[config.mk]
export PLATFORM = sky130hd
export DESIGN_NAME = rotary_encoder_decoder
export DESIGN_NICKNAME = d
export VERILOG_FILES = /design/src/rtl/rotary_pkg.sv /design/src/rtl/rotary_debounce.sv /design/src/rtl/rotary_encoder_decoder.sv
export SDC_FILE = /design/constraint.sdc
export NUM_CORES = 1
export LEC_CHECK = 0
export ABC_AREA = 1
export CAP_MARGIN = 20
export CORE_MARGIN = 4
export CORE_UTILIZATION = 55
export CTS_CLUSTER_SIZE = 24
export DETAILED_ROUTE_END_ITERATION = 10
export MAX_ROUTING_LAYER = met4
export PLACE_DENSITY_LB_ADDON = 0.05
export SETUP_SLACK_MARGIN = 0.15
export SLEW_MARGIN = 20
export SYNTH_ARGS = -nofsm -noshare
export SYNTH_HDL_FRONTEND = slang
export SYNTH_SLANG_ARGS = --single-unit
[constraint.sdc]
create_clock -name clk -period 2.3 [get_ports clk]
set_clock_uncertainty 0.2 [all_clocks]
set_input_delay 0.23 -clock clk [delete_from_list [all_inputs] [get_ports clk]]
set_output_delay 0.23 -clock clk [all_outputs]
set_load 0.01 [all_outputs]
[src/rtl/rotary_pkg.sv]
// rotary_pkg
//   Shared definitions for the rotary encoder decoder: quadrature phase
//   encoding, sub-steps per detent, frequency width and the accumulator type.
package rotary_pkg;

    localparam int unsigned FREQ_W       = 2;
    localparam int unsigned DETENT_STEPS = 4;
    localparam int unsigned DEB_CNT_W    = 16;

    // Debounced {a,b} phase; clockwise order is 00 -> 01 -> 11 -> 10 -> 00.
    typedef enum logic [1:0] {
        PH_00 = 2'b00,
        PH_01 = 2'b01,
        PH_11 = 2'b11,
        PH_10 = 2'b10
    } phase_e;

    // Signed sub-step accumulator, only ever holds -4..+4.
    typedef logic signed [3:0] acc_t;

    function automatic phase_e phase_cw_next(input phase_e ph);
        phase_e nxt;
        case (ph)
            PH_00:   nxt = PH_01;
            PH_01:   nxt = PH_11;
            PH_11:   nxt = PH_10;
            default: nxt = PH_00;
        endcase
        return nxt;
    endfunction

    function automatic phase_e phase_ccw_next(input phase_e ph);
        phase_e nxt;
        case (ph)
            PH_00:   nxt = PH_10;
            PH_10:   nxt = PH_11;
            PH_11:   nxt = PH_01;
            default: nxt = PH_00;
        endcase
        return nxt;
    endfunction

endpackage

[src/rtl/rotary_debounce.sv]
// rotary_debounce
//   Two-flop synchroniser followed by a stability debouncer for one encoder
//   channel. The debounced output follows the synchronised input only after
//   the two have differed on DEBOUNCE_CYCLES consecutive cycles.
// Ports:
//   clk    - system clock, rising edge
//   rst_n  - asynchronous active-low reset
//   din    - raw channel input, asynchronous to clk
//   dout   - debounced, clk-synchronous channel value
module rotary_debounce
    import rotary_pkg::*;
#(
    parameter int unsigned DEBOUNCE_CYCLES = 16
) (
    input  logic clk,
    input  logic rst_n,
    input  logic din,
    output logic dout
);

    localparam logic [DEB_CNT_W-1:0] CNT_LAST = DEB_CNT_W'(DEBOUNCE_CYCLES - 1);

    logic                 sync1_q, sync1_d;
    logic                 sync2_q, sync2_d;
    logic                 deb_q,   deb_d;
    logic [DEB_CNT_W-1:0] cnt_q,   cnt_d;

    always_comb begin
        sync1_d = din;
        sync2_d = sync1_q;
        deb_d   = deb_q;
        cnt_d   = '0;
        // Counter runs only while the synchronised and debounced values
        // disagree; any agreement restarts the stability window.
        if (sync2_q != deb_q) begin
            if (cnt_q == CNT_LAST) begin
                deb_d = sync2_q;
            end else begin
                cnt_d = cnt_q + 1'b1;
            end
        end
    end

    always_ff @(posedge clk or negedge rst_n) begin
        if (!rst_n) begin
            sync1_q <= 1'b0;
            sync2_q <= 1'b0;
            deb_q   <= 1'b0;
            cnt_q   <= '0;
        end else begin
            sync1_q <= sync1_d;
            sync2_q <= sync2_d;
            deb_q   <= deb_d;
            cnt_q   <= cnt_d;
        end
    end

    assign dout = deb_q;

endmodule

[src/rtl/rotary_encoder_decoder.sv]
// rotary_encoder_decoder
//   Decodes a mechanical quadrature rotary encoder into single-cycle detent
//   pulses and a 2-bit frequency select. Each channel is synchronised and
//   debounced; four legal quadrature sub-steps in one direction ending at
//   phase 00 form one detent.
//   Build option: define ROTARY_WRAP_EN to make frequency wrap (3->0, 0->3);
//   by default it saturates at 0 and 3.
// Ports:
//   clk        - system clock, rising edge
//   rst_n      - asynchronous active-low reset
//   enc_a      - raw encoder channel A
//   enc_b      - raw encoder channel B
//   frequency  - registered frequency select
//   step_cw    - one-cycle pulse per clockwise detent
//   step_ccw   - one-cycle pulse per counter-clockwise detent
module rotary_encoder_decoder
    import rotary_pkg::*;
#(
    parameter int unsigned          DEBOUNCE_CYCLES = 16,
    parameter logic [FREQ_W-1:0]    FREQ_RESET      = 2'b00
) (
    input  logic              clk,
    input  logic              rst_n,
    input  logic              enc_a,
    input  logic              enc_b,
    output logic [FREQ_W-1:0] frequency,
    output logic              step_cw,
    output logic              step_ccw
);

    localparam acc_t ACC_CW_FULL  = acc_t'(DETENT_STEPS);
    localparam acc_t ACC_CCW_FULL = -ACC_CW_FULL;

    logic deb_a;
    logic deb_b;

    phase_e            phase_cur;
    phase_e            phase_q,    phase_d;
    acc_t              acc_q,      acc_d;
    acc_t              acc_nxt;
    logic              legal;
    logic [FREQ_W-1:0] freq_q,     freq_d;
    logic              step_cw_q,  step_cw_d;
    logic              step_ccw_q, step_ccw_d;

    rotary_debounce #(
        .DEBOUNCE_CYCLES (DEBOUNCE_CYCLES)
    ) u_deb_a (
        .clk   (clk),
        .rst_n (rst_n),
        .din   (enc_a),
        .dout  (deb_a)
    );

    rotary_debounce #(
        .DEBOUNCE_CYCLES (DEBOUNCE_CYCLES)
    ) u_deb_b (
        .clk   (clk),
        .rst_n (rst_n),
        .din   (enc_b),
        .dout  (deb_b)
    );

    assign phase_cur = phase_e'({deb_a, deb_b});

    always_comb begin
        phase_d    = phase_cur;
        acc_d      = acc_q;
        acc_nxt    = acc_q;
        legal      = 1'b0;
        freq_d     = freq_q;
        step_cw_d  = 1'b0;
        step_ccw_d = 1'b0;

        // phase_q is the debounced phase one cycle ago, so transitions are
        // judged here and the resulting step lands one cycle after phase 00.
        if (phase_cur != phase_q) begin
            if (phase_cur == phase_cw_next(phase_q)) begin
                legal   = 1'b1;
                acc_nxt = acc_q + 4'sd1;
            end else if (phase_cur == phase_ccw_next(phase_q)) begin
                legal   = 1'b1;
                acc_nxt = acc_q - 4'sd1;
            end

            if (!legal) begin
                // Both channels moved at once: direction unknown, drop progress.
                acc_d = '0;
            end else if (phase_cur == PH_00) begin
                acc_d = '0;
                if (acc_nxt == ACC_CW_FULL) begin
                    step_cw_d = 1'b1;
                end else if (acc_nxt == ACC_CCW_FULL) begin
                    step_ccw_d = 1'b1;
                end
            end else begin
                acc_d = acc_nxt;
            end
        end

`ifdef ROTARY_WRAP_EN
        if (step_cw_d) begin
            freq_d = freq_q + 1'b1;
        end else if (step_ccw_d) begin
            freq_d = freq_q - 1'b1;
        end
`else
        if (step_cw_d && (freq_q != '1)) begin
            freq_d = freq_q + 1'b1;
        end else if (step_ccw_d && (freq_q != '0)) begin
            freq_d = freq_q - 1'b1;
        end
`endif
    end

    always_ff @(posedge clk or negedge rst_n) begin
        if (!rst_n) begin
            phase_q    <= PH_00;
            acc_q      <= '0;
            freq_q     <= FREQ_RESET;
            step_cw_q  <= 1'b0;
            step_ccw_q <= 1'b0;
        end else begin
            phase_q    <= phase_d;
            acc_q      <= acc_d;
            freq_q     <= freq_d;
            step_cw_q  <= step_cw_d;
            step_ccw_q <= step_ccw_d;
        end
    end

    assign frequency = freq_q;
    assign step_cw   = step_cw_q;
    assign step_ccw  = step_ccw_q;

endmodule

==> results.md, run 1 <==
### Synthesis
- **synth unique cells** 31
- **ranking of synthesized cells by instance count** sky130_fd_sc_hd__dfrtp_1, sky130_fd_sc_hd__nand2_1, sky130_fd_sc_hd__nor2_1
- **proportion of synthesized chip area in sequential cells** 44.6%
- **mean area per synthesized cell** 8.74 um^2
- **Yosys top cell by area** sky130_fd_sc_hd__dfrtp_1
- **count of flip-flops with a built-in enable after synthesis** 0
- **share of synthesized registers carrying an async set or reset** 100%
- **portion of synthesized cell area occupied by the leading cell type** 44.6%
- **post-synthesis instance total** 308
- **synthesized net count** 316
- **Synth Register Bits** 48
- **primary flip-flop cell chosen by synthesis mapping** sky130_fd_sc_hd__dfrtp_1
- **Warnings, synthesis** 0
- **largest cells by area after synthesis** sky130_fd_sc_hd__dfrtp_1, sky130_fd_sc_hd__nand2_1, sky130_fd_sc_hd__nor2_1, sky130_fd_sc_hd__xor2_1, sky130_fd_sc_hd__inv_1
- **area of the mapped netlist** 2690 um^2

### Floorplan
- **starting density of the core** 57.0%
- **Boundary Pins** 8
- **Placeable Area** 4720 um^2
- **overall die width** 78.0 um
- **number of rows created at floorplan** 25
- **Vert. Die Dim** 78.0 um
- **die outline area** 6080 um^2

### Final layout
- **layout cell share with drive strength beyond 1** 19.9%
- **post-route core utilization** 62.0%
- **fin nets** 328
- **sequential cell area in the final layout** 1200 um^2
- **number of fill cells in the layout** 418
- **Cell Count, Final, Fillers Out** 388
- **multi-input logic area** 1290 um^2
- **area delta synth->final** 8.88%
- **number of antenna cells inserted** 0
- **final non-filler cell area** 2930 um^2

### Route
- **number of violations reported at the end of detailed-routing iteration 0** 105
- **DR vias** 1981
- **average wire per standard cell** 12.4 um
- **number of detailed-routing iterations run before antenna repair** 4
- **antenna-violating nets left** 0
- **Routed WL** 4810 um
- **remaining routing DRC violations** 0
- **Via density** 5.11

### Worst setup path
- **crit path buf inv count** 2
- **Max FO, Critical Path** 6
- **data required time of the critical path** 2300 ps
- **Critical Path AT** 1730 ps
- **sequence of cells on the critical path** inv_1 > ha_1 > nand3b_2 > nand2_2 > inv_2 > nand2_4 > nor2_4 > nand3_1 > nand2_1
- **Startpoint Class** flip-flop
- **Crit Path Class** reg2reg
- **element type at the critical path end** flip-flop
- **category of cells accounting for the largest share of critical-path delay** simple AND/OR/NAND/NOR gates
- **slowest CP cell** sky130_fd_sc_hd__dfrtp_1
- **Critical Path Max Stage Delay** 490 ps

### Timing
- **Final Slew Violations** 0
- **RSZ-0062 raised after global routing** false
- **Tightest Pin Transition** 556 ps
- **aggregate negative setup slack** 0 ps
- **worst setup margin** 562 ps
- **Post-Route Hold Slack** 156 ps
- **relative slew slack** 63.0%
- **fraction of the cycle the final worst path needs** 75.5%
- **Max Clk Rate** 575 MHz
- **final critical delay including setup and external delays** 1740 ps
- **final number of hold-violating endpoints** 0
- **final setup violation count** 0

### Global route
- **total grt overflow** 0
- **Overall Global Routing Usage** 18.7%
- **wire length of the first global-routing pass** 9000 um
- **initial antenna violation count** 0
- **number of global-route vias before repair** 2037
- **maximum number of pins on one net before global-route repair** 26

### Clock network
- **post-CTS resize count** 0
- **Num CTS Buffers** 5
- **clock insertion delay at the later pin of the skew report** 300 ps
- **hold buffer count at CTS** 1
- **clock tree from TritonCTS** done
- **number of H-tree levels** 2
- **CTS clk-pin slew, worst paths** 90 ps
- **Post-CTS Setup Bufs** 0
- **worst-case clock buffer depth** 2
- **CTS root buf** sky130_fd_sc_hd__clkbuf_8
- **number of sinks driven by the clock tree** 48

### Place
- **sum of net half-perimeters after detailed placement** 3630 um
- **placement-stage cell area** 2830 um^2
- **placer congestion estimate** 0.865
- **DP Cell Count** 379
- **# port buffers** 7
- **DP Worst Slack** 571 ps

### Power and ir drop
- **Pwr Density** 485 nW/um^2
- **Final Total Pwr** 1.42 mW
- **leakage power of the design** 1.25 nW
- **maximum ir drop on the vdd rail** 0.000433 V

### Job
- **max-cap violation count** 0

### Hold path
- **kind of path behind the tightest hold check** reg2reg

### Outcome
- **status** finished clean

==> metal layers <==
metal / share of wire [%] / vias up / track usage, %
met2: 45 / 27 / 29.1
met1: 52 / 924 / 25.5
met4: 0.73 / 0 / 4.72
li1: - / 1026 / -
met5: 0 / - / -
met3: 2.6 / 4 / 3.48
==> state kept, by name (all words and copies together) (netlist names), 2 cells and up <==
| name | flops |
|---|---|
| phase_q | 2 |
| u_deb_b.cnt_q | 16 |
| u_deb_a.cnt_q | 16 |
| frequency | 2 |
| acc_q | 4 |
==> logic make-up after synthesis <==
family | synth area share [%]
buffers and inverters | 7.35
AO/OA/AOI/OAI | 2.37
adder cells (fa/ha/maj) | 1.86
multiplexers | 0.372
flip-flops | 44.6
AND/OR/NAND/NOR | 37.6
XOR/XNOR | 5.86
==> cells in the final DEF, fill, tap and decap left out, types with 2 or more instances in the layout <==
cell	n
sky130_fd_sc_hd__nor3_4	2
sky130_fd_sc_hd__a21oi_1	6
sky130_fd_sc_hd__nand2_1	48
sky130_fd_sc_hd__clkbuf_8	5
sky130_fd_sc_hd__nor3_1	15
sky130_fd_sc_hd__nand2_4	6
sky130_fd_sc_hd__nand3_2	5
sky130_fd_sc_hd__xnor2_1	2
sky130_fd_sc_hd__inv_1	28
sky130_fd_sc_hd__nor3_2	4
sky130_fd_sc_hd__clkdlybuf4s50_1	6
sky130_fd_sc_hd__nor3b_1	4
sky130_fd_sc_hd__nand3b_1	3
sky130_fd_sc_hd__nor4_1	7
sky130_fd_sc_hd__nor4_2	3
sky130_fd_sc_hd__clkinv_4	3
sky130_fd_sc_hd__clkinvlp_4	2
sky130_fd_sc_hd__xor2_1	16
sky130_fd_sc_hd__o22ai_1	3
sky130_fd_sc_hd__dfrtp_1	48
sky130_fd_sc_hd__nor2_2	2
sky130_fd_sc_hd__nand2_2	14
sky130_fd_sc_hd__nor2_4	4
sky130_fd_sc_hd__inv_2	10
sky130_fd_sc_hd__o21ai_0	3
sky130_fd_sc_hd__nor2_1	38
sky130_fd_sc_hd__nand3_1	14
sky130_fd_sc_hd__ha_1	4
sky130_fd_sc_hd__nand4_1	10
==> worst paths after layout <==
path,from,endpoint,slack [ps],cells past startpoint
min,u_deb_b.sync1_q,u_deb_b.sync2_q,160,0
max reg2reg,acc_q[0],frequency[1],560,9
min reg2reg,u_deb_b.sync1_q,u_deb_b.sync2_q,160,0
max,acc_q[0],frequency[1],560,9
min in group asynchronous,rst_n,u_deb_b.cnt_q[6],240,2
max in group asynchronous,rst_n,u_deb_a.cnt_q[13],1130,3
==> worst reg2reg max path, cell delays in order (launching register included) <==
cell                       delay, ps
sky130_fd_sc_hd__dfrtp_1         490
sky130_fd_sc_hd__inv_1            80
sky130_fd_sc_hd__ha_1            320
sky130_fd_sc_hd__nand3b_2        210
sky130_fd_sc_hd__nand2_2          80
sky130_fd_sc_hd__inv_2            50
sky130_fd_sc_hd__nand2_4          70
sky130_fd_sc_hd__nor2_4           40
sky130_fd_sc_hd__nand3_1          60
sky130_fd_sc_hd__nand2_1          50
==> final cells by class <==
type / count / area share [%]
multi-input combinational: 215 / 44.1
clock buffer: 5 / 2.35
tap: 67 / 2.86
inverter: 41 / 5.64
timing repair buffer: 9 / 3.25
sequential: 48 / 41.0
clock inverter: 3 / 0.811
==> report_power, final <==
| group | switching (mW) | internal, mW |
|---|---|---|
| Clock | 0.287 | 0.215 |
| Sequential | 0.00942 | 0.855 |
| Combinational | 0.0371 | 0.0175 |
| Total | 0.333 | 1.09 |
Power figures use the tool's default switching activity.
==> run 2: changes to the inputs <==
- clock period: 2.3 -> 1.57 ns (I/O delays scaled with it)
==> results.md, run 2 (synthesis gave the netlist of run 1 again) <==
### Clock network
- **worst-case clock buffer depth** 2, unchanged
- **CTS root buf** sky130_fd_sc_hd__clkbuf_8, unchanged
- **clock insertion delay at the later pin of the skew report** 300 ps, about the same
- **number of H-tree levels** 2, unchanged
- **number of sinks driven by the clock tree** 48, unchanged
- **Num CTS Buffers** 5, unchanged
- **clock tree from TritonCTS** done, unchanged
- **CTS clk-pin slew, worst paths** 90 ps, about the same

### Power and ir drop
- **Final Total Pwr** 2.42 mW, was 1.42 mW
- **Pwr Density** 604 nW/um^2, was 485 nW/um^2
- **leakage power of the design** 1.76 nW, was 1.25 nW
- **maximum ir drop on the vdd rail** 0.000473 V, was 0.000433 V

### Worst setup path
- **element type at the critical path end** flip-flop, unchanged
- **startpoint of the worst register-to-register path** u_deb_b.cnt_q[7], was acc_q[0]
- **worst reg2reg setup slack** -170 ps, was 560 ps
- **Critical Path AT** 1790 ps, was 1730 ps
- **beginning of the critical path** u_deb_b.cnt_q[7], was acc_q[0]
- **Startpoint Class** flip-flop, unchanged
- **slowest CP cell** sky130_fd_sc_hd__dfrtp_1, unchanged
- **Critical Path Max Stage Delay** 470 ps, was 490 ps
- **Max FO, Critical Path** 3, was 6
- **data required time of the critical path** 1610 ps, was 2300 ps
- **number of cells on the worst reg-to-reg path** 7, was 9
- **capturing element of the worst setup path** u_deb_b.cnt_q[10], was frequency[1]
- **sequence of cells on the critical path** buf_6 > nand4_1 > buf_4 > nor3_4 > nand2_1 > xor2_1 > nor2_1, was inv_1 > ha_1 > nand3b_2 > nand2_2 > inv_2 > nand2_4 > nor2_4 > nand3_1 > nand2_1
- **Critical R2R Capture** u_deb_b.cnt_q[10], was frequency[1]
- **Crit Path Class** reg2reg, unchanged

### Final layout
- **highest-count cells in the layout ignoring fill and taps** sky130_fd_sc_hd__buf_4, sky130_fd_sc_hd__nand2_1, sky130_fd_sc_hd__dfrtp_1, sky130_fd_sc_hd__nor2_1, sky130_fd_sc_hd__nand2_2, was sky130_fd_sc_hd__nand2_1, sky130_fd_sc_hd__dfrtp_1, sky130_fd_sc_hd__nor2_1, sky130_fd_sc_hd__inv_1, sky130_fd_sc_hd__xor2_1
- **most common cell after layout, fill and taps aside** sky130_fd_sc_hd__buf_4
- **post-route core utilization** 84.8%, was 62.0%
- **leading registers by flop count** u_deb_a.cnt_q: 16 flops, u_deb_b.cnt_q: 16 flops, acc_q: 4 flops, unchanged
- **fin nets** 393, was 328
- **number of fill cells in the layout** 245, was 418
- **number of antenna cells inserted** 0, unchanged
- **sequential cell area in the final layout** 1210 um^2, was 1200 um^2
- **multi-input logic area** 1740 um^2, was 1290 um^2
- **area delta synth->final** 48.8%, was 8.88%
- **layout cell share with drive strength beyond 1** 54.4%, was 19.9%

### Floorplan
- **die outline area** 6080 um^2, unchanged
- **Vert. Die Dim** 78.0 um, unchanged
- **Boundary Pins** 8, unchanged
- **number of rows created at floorplan** 25, unchanged
- **overall die width** 78.0 um, unchanged
- **Placeable Area** 4720 um^2, unchanged
- **starting density of the core** 57.0%, unchanged

### Place
- **placer congestion estimate** 0.874, was 0.865
- **sum of net half-perimeters after detailed placement** 3760 um, was 3630 um
- **# port buffers** 7, unchanged

### Outcome
- **status** finished, violations left, was finished clean
- **violations in the final reports** negative setup slack

### Global route
- **wire length of the first global-routing pass** 11300 um, was 9000 um
- **number of global-route vias before repair** 2408, was 2037
- **total grt overflow** 0, unchanged
- **Overall Global Routing Usage** 24.0%, was 18.7%
- **maximum number of pins on one net before global-route repair** 49, was 26
- **initial antenna violation count** 0, unchanged

### Route
- **DR vias** 2501, was 1981
- **average wire per standard cell** 17.0 um, was 12.4 um
- **Routed WL** 7690 um, was 4810 um
- **antenna-violating nets left** 0, unchanged
- **remaining routing DRC violations** 0, unchanged
- **Via density** 5.52, was 5.11
- **number of detailed-routing iterations run before antenna repair** 4, unchanged
- **number of violations reported at the end of detailed-routing iteration 0** 155, was 105

### Hold path
- **kind of path behind the tightest hold check** in2reg, was reg2reg

### Timing
- **fraction of the cycle the final worst path needs** 111%, was 75.5%
- **final critical delay including setup and external delays** 1740 ps, about the same
- **worst setup margin** -174 ps, was 562 ps
- **Post-Route Hold Slack** 93.3 ps, was 156 ps
- **Final Slew Violations** 0, unchanged
- **aggregate negative setup slack** -1260 ps, was 0 ps
- **Tightest Pin Transition** 390 ps, was 556 ps
- **final number of hold-violating endpoints** 0, unchanged
- **RSZ-0062 raised after global routing** true, was false
- **relative slew slack** 73.8%, was 63.0%
- **final setup violation count** 23, was 0
- **Max Clk Rate** 573 MHz, was 575 MHz

### Job
- **max-cap violation count** 0, unchanged

==> run 2: repair_timing <==
item                                   in CTS  in global routing
setup buffers                              25                 11
endpoints found under the hold margin      48                  0
resized for setup                          85                 41
setup endpoints to repair                  46                 42
hold buffers                                1                  0
gates cloned                                2                  0
pin swaps                                  30                 23
==> run 2: critical path: cells and delay by family (launching register included) <==
family	cells	cell delay (ps)
flops	1	470
xor+xnor	1	140
buf+inv	2	330
simple gates	4	550
==> run 2: final cells by class <==
cell class                      count  area share [%]
Timing Repair inverter              2           0.375
Clock inverter                      1           0.750
Clock buffer                        7            2.41
Sequential cell                    48            30.3
Inverter                           41            4.91
Timing Repair Buffer               72            15.6
Tap cell                           67            2.09
Multi-Input combinational cell    215            43.5
==> run 2: power by group <==
group | internal (mW) | leakage [nW] | switching [mW]
clock | 0.562 | 0.0645 | 0.421
sequential | 1.25 | 0.638 | 0.0169
combinational | 0.0731 | 1.05 | 0.0908
==> run 2: metrics by stage <==
stage	instance area (um^2)	cells	setup slack (ps)
6_report	4000	453	-174
5_1_grt	4000	453	-192
4_1_cts	3740	442	-33.7
3_5_place_dp	3090	406	-75.0
3_3_place_gp	3090	406	-43.2
2_1_floorplan	2750	308	13.4
==> run 2: worst min-delay path by stage <==
| stage | start | end | slack [ps] | depth (start not counted) |
|---|---|---|---|---|
| floorplan | rst_n | acc_q[0] | -340 | 0 |
| global placement | rst_n | u_deb_b.cnt_q[6] | -40 | 2 |
| detailed placement | rst_n | u_deb_b.cnt_q[12] | -40 | 2 |
| CTS | enc_b | u_deb_b.sync1_q | 90 | 1 |
| global route | enc_a | u_deb_a.sync1_q | 90 | 1 |
| finish | enc_b | u_deb_b.sync1_q | 90 | 1 |
==> run 2: layer usage <==
metal  up-vias  part of all wire, %  GRT usage [%]
met4         0                  6.9           6.82
met2        95                   49           39.8
met3        47                  5.7           4.29
met5         -                    0              -
met1      1206                   39           30.4
li1       1153                    -              -
==> run 3: changes to the inputs <==
- SETUP_SLACK_MARGIN: 0.15 -> 0.4
==> results.md, run 3 (synthesis gave the netlist of run 1 again) <==
### Global route
- **maximum number of pins on one net before global-route repair** 49, unchanged
- **Overall Global Routing Usage** 24.1%, was 24.0%
- **initial antenna violation count** 0, unchanged
- **number of global-route vias before repair** 2480, was 2408
- **total grt overflow** 0, unchanged
- **wire length of the first global-routing pass** 11400 um, was 11300 um

### Place
- **DP Cell Count** 404, was 406
- **DP Worst Slack** -60.3 ps, was -75.0 ps
- **# port buffers** 7, unchanged
- **sum of net half-perimeters after detailed placement** 3750 um, was 3760 um
- **placer congestion estimate** 0.925, was 0.874

### Worst setup path
- **Critical Path AT** 1730 ps, was 1790 ps
- **Crit Path Class** reg2reg, unchanged
- **Startpoint Class** flip-flop, unchanged
- **Max FO, Critical Path** 5, was 3
- **data required time of the critical path** 1580 ps, was 1610 ps
- **element type at the critical path end** flip-flop, unchanged

### Route
- **Via density** 5.60, was 5.52
- **number of detailed-routing iterations run before antenna repair** 4, unchanged
- **Routed WL** 8220 um, was 7690 um
- **number of violations reported at the end of detailed-routing iteration 0** 176, was 155
- **remaining routing DRC violations** 0, unchanged
- **average wire per standard cell** 17.8 um, was 17.0 um
- **DR vias** 2586, was 2501
- **antenna-violating nets left** 0, unchanged

### Final layout
- **number of fill cells in the layout** 248, was 245
- **layout cell share with drive strength beyond 1** 54.2%, was 54.4%
- **area delta synth->final** 49.9%, was 48.8%
- **fin nets** 402, was 393
- **Cell Count, Final, Fillers Out** 462, was 453
- **most common cell after layout, fill and taps aside** sky130_fd_sc_hd__buf_4, unchanged
- **highest-count cells in the layout ignoring fill and taps** sky130_fd_sc_hd__buf_4, sky130_fd_sc_hd__dfrtp_1, sky130_fd_sc_hd__nand2_1, sky130_fd_sc_hd__nor2_1, sky130_fd_sc_hd__buf_6, was sky130_fd_sc_hd__buf_4, sky130_fd_sc_hd__nand2_1, sky130_fd_sc_hd__dfrtp_1, sky130_fd_sc_hd__nor2_1, sky130_fd_sc_hd__nand2_2
- **number of antenna cells inserted** 0, unchanged
- **leading registers by flop count** u_deb_a.cnt_q: 16 flops, u_deb_b.cnt_q: 16 flops, acc_q: 4 flops, unchanged

### Floorplan
- **number of rows created at floorplan** 25, unchanged
- **overall die width** 78.0 um, unchanged
- **Placeable Area** 4720 um^2, unchanged
- **Vert. Die Dim** 78.0 um, unchanged
- **starting density of the core** 57.0%, unchanged
- **Boundary Pins** 8, unchanged
- **die outline area** 6080 um^2, unchanged

### Job
- **max-cap violation count** 0, unchanged

### Outcome
- **violations in the final reports** negative setup slack, unchanged
- **status** finished, violations left, unchanged

### Power and ir drop
- **proportion of total power due to net switching** 23.0%, was 21.9%
- **clock group share of total power** 38.9%, was 40.7%
- **combinational group share of total power** 6.3%, was 6.8%
- **internal power contribution** 1.79 mW, was 1.89 mW
- **leakage power of the design** 1.81 nW, was 1.76 nW
- **maximum ir drop on the vdd rail** 0.000508 V, was 0.000473 V
- **net switching power** 533 uW, was 529 uW
- **Pwr Density** 575 nW/um^2, was 604 nW/um^2
- **sequential cell fraction of total power** 54.8%, was 52.5%

### Clock network
- **clock insertion delay at the later pin of the skew report** 310 ps, was 300 ps
- **Num CTS Buffers** 5, unchanged
- **number of sinks driven by the clock tree** 48, unchanged
- **CTS root buf** sky130_fd_sc_hd__clkbuf_8, unchanged
- **CTS clk-pin slew, worst paths** 90 ps, about the same
- **worst-case clock buffer depth** 2, unchanged
- **number of H-tree levels** 2, unchanged
- **clock tree from TritonCTS** done, unchanged

### Timing
- **final setup violation count** 26, was 23
- **final critical delay including setup and external delays** 1720 ps, was 1740 ps
- **Max Clk Rate** 581 MHz, was 573 MHz
- **relative slew slack** 76.0%, was 73.8%
- **RSZ-0062 raised after global routing** true, unchanged
- **Tightest Pin Transition** 357 ps, was 390 ps
- **fraction of the cycle the final worst path needs** 110%, was 111%
- **final number of hold-violating endpoints** 0, unchanged
- **worst setup margin** -151 ps, was -174 ps
- **Final Slew Violations** 0, unchanged

### Hold path
- **kind of path behind the tightest hold check** in2reg, unchanged

[run 3: cell count changes in the layout (fill, tap and decap cells not counted), moves of 3 or more]
cell and delta:
sky130_fd_sc_hd__buf_6 +8, sky130_fd_sc_hd__buf_4 +4, sky130_fd_sc_hd__dlygate4sd2_1 -4, sky130_fd_sc_hd__buf_2 +3, sky130_fd_sc_hd__dfrtp_1 +3, sky130_fd_sc_hd__dfrtp_2 -3, sky130_fd_sc_hd__nor2_2 -3, sky130_fd_sc_hd__nor3_2 -3
[run 3: critical path, cell delays in order (launching register included)]
cell	delay (ps)
sky130_fd_sc_hd__dfrtp_1	550
sky130_fd_sc_hd__nand4_1	310
sky130_fd_sc_hd__nor3_4	270
sky130_fd_sc_hd__nand2_1	90
sky130_fd_sc_hd__xor2_1	140
sky130_fd_sc_hd__nor2_1	50
[run 3: repair_timing]
action,4_1_cts,5_1_grt
endpoints found under the setup margin,46,46
buffers inserted,33,14
resized for setup,73,46
hold buffers,1,0
pin swaps,31,28
gates cloned,2,0
endpoints found under the hold margin,48,0
[run 3: power groups by stage]
stage	Clock (mW)	Sequential, mW	Combinational, mW
after floorplan	0	1.29	0.0473
final	0.902	1.27	0.146
after global placement	0	1.29	0.0989
after detailed placement	0	1.29	0.0999
after global routing	0.956	1.27	0.160
after CTS	0.908	1.27	0.125
[run 3: through the flow]
| stage | instance area (um^2) | util (%) | hold WS, ps | power [mW] | setup TNS, ps |
|---|---|---|---|---|---|
| after CTS | 3740 | 79.1 | 88.3 | 2.30 | -127 |
| final | 4030 | 85.4 | 86.7 | 2.32 | -1670 |
| after detailed placement | 3130 | 66.3 | -38.6 | 1.39 | -389 |
| after floorplan | 2820 | - | -339 | 1.34 | 0 |
| after global routing | 4030 | 85.4 | 92.7 | 2.39 | -4460 |
| after global placement | 3130 | 66.3 | -38.0 | 1.39 | -195 |
[run 3: worst paths after layout]
kind                                        from                end  slack, ps  cells past startpoint
max in group asynchronous                  rst_n         phase_q[0]        770                      3
worst max-delay path            u_deb_b.cnt_q[7]  u_deb_b.cnt_q[10]       -150                      5
min in group asynchronous                  rst_n           acc_q[3]        160                      3
worst max register to register  u_deb_b.cnt_q[7]  u_deb_b.cnt_q[10]       -150                      5
worst min-delay path                       enc_a    u_deb_a.sync1_q         90                      1
worst min register to register   u_deb_a.sync1_q    u_deb_a.sync2_q        150                      0
[run 3: routing by layer]
layer / vias to the layer above / part of all wire (%) / track usage, %
li1: 1173 / - / -
met1: 1261 / 38 / 28.1
met2: 106 / 53 / 41.3
met3: 46 / 4.3 / 3.36
met4: 0 / 4.9 / 11.4
met5: - / 0 / -
[run 3: layout make-up]
class | count | area, um^2 | share of cell area, %
multi-input combinational | 215 | 1750 | 43.3
sequential | 48 | 1210 | 30.0
timing repair buffer | 81 | 686 | 17.0
inverter | 41 | 184 | 4.56
tap | 67 | 83.8 | 2.08
clock buffer | 6 | 72.6 | 1.80
clock inverter | 2 | 35.0 | 0.868
timing repair inverter | 2 | 15.0 | 0.372
